File: src/rtl/instruction_fetch_unit.sv
// Instruction fetch stage: owns the PC, reads program memory, latches the IR and
// hands it to the datapath; halts permanently on the all-zero "fin" word.
module instruction_fetch_unit #(
    parameter int                       DATAWIDTH_BUS = 32,
    parameter logic [DATAWIDTH_BUS-1:0] RESET_PC      = 'h0000_0800,
    parameter int                       PC_STEP       = 4
) (
    input  logic                     CLOCK_50,
    input  logic                     RESET_InHigh,
    input  logic                     fetch_Enable,
    input  logic                     fetch_ExecDone,
    input  logic                     fetch_BranchTaken,
    input  logic [DATAWIDTH_BUS-1:0] BusDatos,
    output logic [DATAWIDTH_BUS-1:0] BusDirecciones,
    output logic                     RD,
    output logic                     WR,
    output logic [DATAWIDTH_BUS-1:0] fetch_IR,
    output logic                     fetch_IRValid,
    output logic [DATAWIDTH_BUS-1:0] fetch_PC,
    output logic                     fetch_Halt
);

    typedef enum logic [1:0] {IDLE, FETCH, ISSUE, HALT} state_t;

    state_t                   state;
    logic [DATAWIDTH_BUS-1:0] pc;
    logic [DATAWIDTH_BUS-1:0] disp;
    logic [DATAWIDTH_BUS-1:0] next_pc;
    logic                     is_bicc;

    // Bicc: op=00, op2=010; 22-bit word displacement sign-extended to bytes.
    always_comb begin
        is_bicc = (fetch_IR[31:30] == 2'b00) && (fetch_IR[24:22] == 3'b010);
        disp    = {{(DATAWIDTH_BUS-24){fetch_IR[21]}}, fetch_IR[21:0], 2'b00};
        next_pc = (is_bicc && fetch_BranchTaken) ? pc + disp
                                                 : pc + DATAWIDTH_BUS'(PC_STEP);
    end

    assign WR       = 1'b0;
    assign fetch_PC = pc;

    // Outputs are set alongside the state they belong to, so every output is
    // a flop and reset clears them all asynchronously (RD drops immediately).
    always_ff @(posedge CLOCK_50 or posedge RESET_InHigh) begin
        if (RESET_InHigh) begin
            state          <= IDLE;
            pc             <= RESET_PC;
            fetch_IR       <= '0;
            fetch_IRValid  <= 1'b0;
            fetch_Halt     <= 1'b0;
            RD             <= 1'b0;
            BusDirecciones <= '0;
        end else if (fetch_Enable) begin
            case (state)
                IDLE: begin
                    state          <= FETCH;
                    RD             <= 1'b1;
                    BusDirecciones <= pc;
                end
                FETCH: begin
                    fetch_IR       <= BusDatos;
                    RD             <= 1'b0;
                    BusDirecciones <= '0;
                    if (BusDatos == '0) begin
                        state      <= HALT;
                        fetch_Halt <= 1'b1;
                    end else begin
                        state         <= ISSUE;
                        fetch_IRValid <= 1'b1;
                    end
                end
                ISSUE: begin
                    if (fetch_ExecDone) begin
                        state          <= FETCH;
                        pc             <= next_pc;
                        fetch_IRValid  <= 1'b0;
                        RD             <= 1'b1;
                        BusDirecciones <= next_pc;
                    end
                end
                HALT: begin
                    state <= HALT;
                end
                default: begin
                    state <= IDLE;
                end
            endcase
        end
    end

endmodule

File: config.mk
export PLATFORM = sky130hd
export DESIGN_NAME = instruction_fetch_unit
export DESIGN_NICKNAME = d
export VERILOG_FILES = /design/src/rtl/instruction_fetch_unit.sv
export SDC_FILE = /design/constraint.sdc
export NUM_CORES = 1
export LEC_CHECK = 0
export ABC_AREA = 1
export CAP_MARGIN = 20
export CELL_PAD_IN_SITES_DETAIL_PLACEMENT = 2
export CELL_PAD_IN_SITES_GLOBAL_PLACEMENT = 2
export CORE_MARGIN = 10
export CORE_UTILIZATION = 26
export DETAILED_ROUTE_END_ITERATION = 8
export GPL_TIMING_DRIVEN = 1
export HOLD_SLACK_MARGIN = 0.08
export PLACE_DENSITY_LB_ADDON = 0.1
export SYNTH_ARGS = -nofsm -noshare
export SYNTH_HDL_FRONTEND = slang
export SYNTH_SLANG_ARGS = --single-unit
File: constraint.sdc
create_clock -name CLOCK_50 -period 3.2 [get_ports CLOCK_50]
set_input_delay 0.64 -clock CLOCK_50 [delete_from_list [all_inputs] [get_ports CLOCK_50]]
set_output_delay 0.64 -clock CLOCK_50 [all_outputs]
set_load 0.03 [all_outputs]
; Yosys cells after proc, flatten, opt, wreduce, memory -nomap -nowiden
; Cells that the tools add are included.
[totals]
register_bits = 101
in_bits = 37
out_inout_bits = 100
elab_cells = 39
[classes]
n_addsub = 2
n_eq_ne = 6
muxes = 11
reduce_logical = 13
[ops]
columns = op, n
row1 = 32-bit case mux with 3 select lines, 1
row2 = 32-bit 2-to-1 mux, 2
row3 = 32-bit by 3-bit adder with 32-bit output (second input constant), 1
row4 = 32-bit adder, 1
row5 = 32-bit logical NOT, 1
row6 = 3-bit AND reduction, 3
row7 = 2-bit case mux with 4 select lines, 1
row8 = 2-bit == test (second input constant), 2
row9 = 2-bit logical NOT, 2
row10 = 1-bit 2-to-1 mux, 4
row11 = 2-bit != test (second input constant), 2
row12 = 2-bit AND reduction, 2
row13 = 4-bit AND reduction, 1
row14 = 3-bit by 2-bit == test with 1-bit output (second input constant), 1
row15 = 1-bit case mux with 3 select lines, 1
row16 = 3-bit nonzero test, 1
row17 = 2-bit by 1-bit == test with 1-bit output (second input constant), 1
row18 = 1-bit logical AND, 2
row19 = 2-bit 2-to-1 mux, 1
row20 = 1-bit case mux with 2 select lines, 1
row21 = 2-bit nonzero test, 1

; Longest topological paths before layout
[depth]
ltp_word = 6
depth_mapped = 20
depth_no_buf = 19

; Least setup slack after synthesis
; No wires, ideal clock.
[synth_path]
kind = input to register
start = input fetch_BranchTaken
end = register BusDirecciones[18]
setup_time_ns = 0.080
arrival_ns = 2.796
required_ns = 3.120
setup_slack_ns = 0.325
path_stages = 15
n_path_buf = 1
path_cell_list = nand2_2 > nor2_4 > nand2_1 > clkbuf_1 > nor2_1 > inv_1 > fa_1 > o21ai_2 > a21oi_1 > o21ai_2 > nand2_1 > nand2_1 > xor2_1 > nand2_1 > a2bb2oi_1
[synth_via]
elab_chain_cells = 4
[synth_rtl]
columns = element, line
row1 = from (decl), 12  ; input logic fetch_BranchTaken,
row2 = 1-bit logical AND, 35  ; next_pc = (is_bicc && fetch_BranchTaken) ? pc + disp
row3 = 32-bit 2-to-1 mux, 35
row4 = 32-bit 2-to-1 mux, 73  ; if (fetch_ExecDone) begin
row5 = 32-bit case mux with 3 select lines, 54  ; case (state)
row6 = to (signal assigned), 58  ; BusDirecciones <= pc;
row7 = to (signal assigned), 78  ; BusDirecciones <= next_pc;
row8 = to (decl), 14  ; output logic [DATAWIDTH_BUS-1:0] BusDirecciones,
; Every way passes these cells. The select of a mux whose other input is x is not followed.
; A chain may end at the register's enable or synchronous reset.

; Final worst setup path
[layout_path]
start = input fetch_BranchTaken
end = register BusDirecciones[26]
; Same word-level chain as after synthesis.

==> flow_summary_export.csv <==
group,metric,value,unit
placed_design,io_buffers,131,
cts,clock_latency,0.37,ns
cts,cts_hold_buf,0,
route,dr.pass1.iters,4,
min_path,hold_path.class,"register to register",
cts,cts_sinks,97,
layout,diodes,0,
sta,rsz0062_at_grt,"yes",
cts,cts-root-buf,"clkbuf_16",
layout,layout_common_cells,"nand2_1, clkdlybuf4s50_1, dfrtp_1",
placed_design,dp_hpwl,20500,um
cts,cts_tree,"yes",
synthesis,syn-instance-count,831,
placed_design,place_ws,-0.469,ns
sta,final.setup.tns,0,ns
setup_path,cp.required,3.49,ns
setup_path,cp_cell_sequence,"clkdlybuf4s50_1 > nand2_2 > nor2_4 > buf_4 > nand3_1 > ha_2 > inv_1 > fa_2 > o21ai_4 > buf_4 > nand3_1 > nand3_4 > nand2_1 > nand2_2 > xor2_2 > nand2_1 > a21boi_2",
route,avgRoutedWirePerCell,19.1,um
setup_path,cp_slowest_stage_delay,0.41,ns
route,drc_errors,0,
route,ant_nets,0,
global_route,grt_pass1_vias,7156,
global_route,antenna_found_initial,0,
setup_path,crit_type,"input pin to register",
cts,clock_path_buffers,2,
flow_run,drv_cap,0,
global_route,grt_pass1_wl,41500,um
global_route,grt_util_met1,20.5,%
setup_path,cp.depth,17,
synthesis,synth-seq-cells,97,
power_and_ir_drop,ir_drop,316,uV
sta,max_freq,0.327,GHz
setup_path,critical-path-top-delay-family,"simple AND/OR/NAND/NOR gates",
route,via_per_inst,4.72,
global_route,grt_use_total,17.2,%
global_route,met2_usage,31.6,%
route,vias,6416,
layout,drive_gt1_share,20.3,%
floorplan,ios,137,
layout,final_common_cell,"nand2_1",
sta,finalClockSkew,0.0128,ns
synthesis,synth-seq-area-share,39.5,%
floorplan,die_y,174,um
setup_path,critPathArrivalTime,3.35,ns
floorplan,core,23400,sq um
cts,htree_levels,3,
min_path,hold_depth,2,
floorplan,die_w,174,um
layout,areaGrowthSynthToFinish,45.7,%
global_route,grt_max_degree,56,
synthesis,synth.distinct_cells,45,
floorplan,die_area,30200,sq um
sta,finalCritPeriodShare,95.6,%
sta,max_slew_margin,37.3,%
global_route,grt_use_met3,2.85,%
setup_path,rrSetupSlack,0.38,ns
synthesis,synth_warnings,0,
global_route,grt_overflow,0,
floorplan,rows,56,
layout,fin_nets,1098,
outcome,status,"complete, no violations",
sta,fin_crit,3.06,ns
route,initialDrtViolationCount,208,
synthesis,synthFlopType,"dfrtp_1",
power_and_ir_drop,total_leakage_power,4.33,nW
floorplan,start_util,26.3,%
cts,cts.clk_slew.worst_paths,0.07,ns
setup_path,rr_worst_depth,17,
sta,maxSlewViolCount,0,
sta,finalSetupViolations,0,
cts,cts_made_buffers,9,
power_and_ir_drop,finalPower,6.95,mW
setup_path,crit_path_max_fanout,9,
layout,final_util,38.3,%
synthesis,syn_area,6150,sq um
global_route,busiest_layer,"met2",
placed_design,routabilityCongestion,0.805,
synthesis,async_flop_share,100,%
setup_path,cp_slowest_cell,"clkdlybuf4s50_1",
sta,layout_setup_ws,0.139,ns
synthesis,avgSynthCellArea,7.40,sq um
setup_path,start_kind,"input pin",
setup_path,critPathBufInv,4,
sta,final_hold_viol_count,0,
setup_path,worstSetupEndpointType,"register",
sta,worst_slew_pin_slew,0.939,ns
synthesis,synth_edf_count,0,
power_and_ir_drop,p_per_area,776,nW/um^2
route,detail_route.wirelength,26000,um
[what timing repair did]
action | in CTS | in global routing
setup endpoints to repair | 17 | 40
gates resized for setup | 6 | 50
setup buffers | 0 | 4
pin swaps | 0 | 14
hold endpoints to repair | 0 | 0
[routing by layer]
| layer | up-vias | part of all wire, % |
|---|---|---|
| li1 | 3104 | - |
| met3 | 16 | 2.5 |
| met2 | 70 | 53 |
| met4 | 0 | 1.2 |
| met5 | - | 0 |
| met1 | 3226 | 43 |
[worst min-delay path, stage by stage, from the launching register on]
cell	delay [ns]
dfrtp_1	0.35
nand2_1	0.05
nand2_1	0.05
[per-stage QoR]
stage          instances  hold slack (ns)  area (sq um)
6_report            1360            0.487          8960
5_1_grt             1360            0.513          8960
4_1_cts             1356            0.490          8720
3_5_place_dp        1340            0.469          8410
3_3_place_gp        1340            0.457          8410
2_1_floorplan        835            0.525          6160
[worst paths after layout]
| kind | start | endpoint |
|---|---|---|
| worst max-delay path | fetch_BranchTaken | BusDirecciones[26]$_DFFE_PP0P_ |
| worst min-delay path | BusDirecciones[16]$_DFFE_PP0P_ | BusDirecciones[16]$_DFFE_PP0P_ |
| worst max register to register | fetch_IR[31]$_DFFE_PP0P_ | BusDirecciones[26]$_DFFE_PP0P_ |
| worst min register to register | BusDirecciones[16]$_DFFE_PP0P_ | BusDirecciones[16]$_DFFE_PP0P_ |
| max in group asynchronous | RESET_InHigh | fetch_IR[21]$_DFFE_PP0P_ |
| min in group asynchronous | RESET_InHigh | fetch_IR[25]$_DFFE_PP0P_ |
[layout make-up]
class                           count  area [sq um]
Tap cell                          319           399
Clock inverter                      6          51.3
Clock buffer                       10           239
Multi-Input combinational cell    610          3450
Sequential cell                    97          2430
Inverter                           94           357
Fill cell                        2731         14400
Timing Repair Buffer              224          2030
[synthesized netlist by cell type, types with 7 or more instances]
cell / count / area [sq um]
nand2_1: 248 / 931
or2_2: 14 / 87.6
nand2_2: 8 / 50.1
clkbuf_1: 22 / 82.6
a2bb2oi_1: 19 / 166
nor2_2: 7 / 43.8
nor2_1: 55 / 206
dfrtp_1: 96 / 2400
nor4_1: 8 / 50.1
xor2_1: 11 / 96.3
a21oi_1: 57 / 285
inv_1: 87 / 327
nand3_1: 46 / 230
nand4_1: 17 / 106
ha_1: 24 / 300
o21ai_0: 49 / 245
[power breakdown]
part / switching, mW / internal, mW / total [mW]
Sequential: 0.397 / 1.70 / 2.10
Clock: 0.551 / 0.561 / 1.11
Combinational: 2.29 / 1.45 / 3.74
[registers in the layout (all words and copies together) (netlist names)]
register,count
fetch_Halt,1
RD,1
fetch_IR,32
fetch_PC,30
state,2
fetch_IRValid,1
BusDirecciones,30
[cell families (layout without fill, tap and decap cells)]
family | Yosys count | after routing | share of synthesized area [%]
flip-flops | 97 | 97 | 39.5
AO/OA/AOI/OAI | 145 | 145 | 13.9
AND/OR/NAND/NOR | 418 | 418 | 30.2
other | 1 | 5 | 0.0610
buffers and inverters | 128 | 334 | 8.52
XOR/XNOR | 17 | 17 | 2.54
adder cells (fa/ha/maj) | 25 | 25 | 5.21
(Power assumes the default switching activity.)
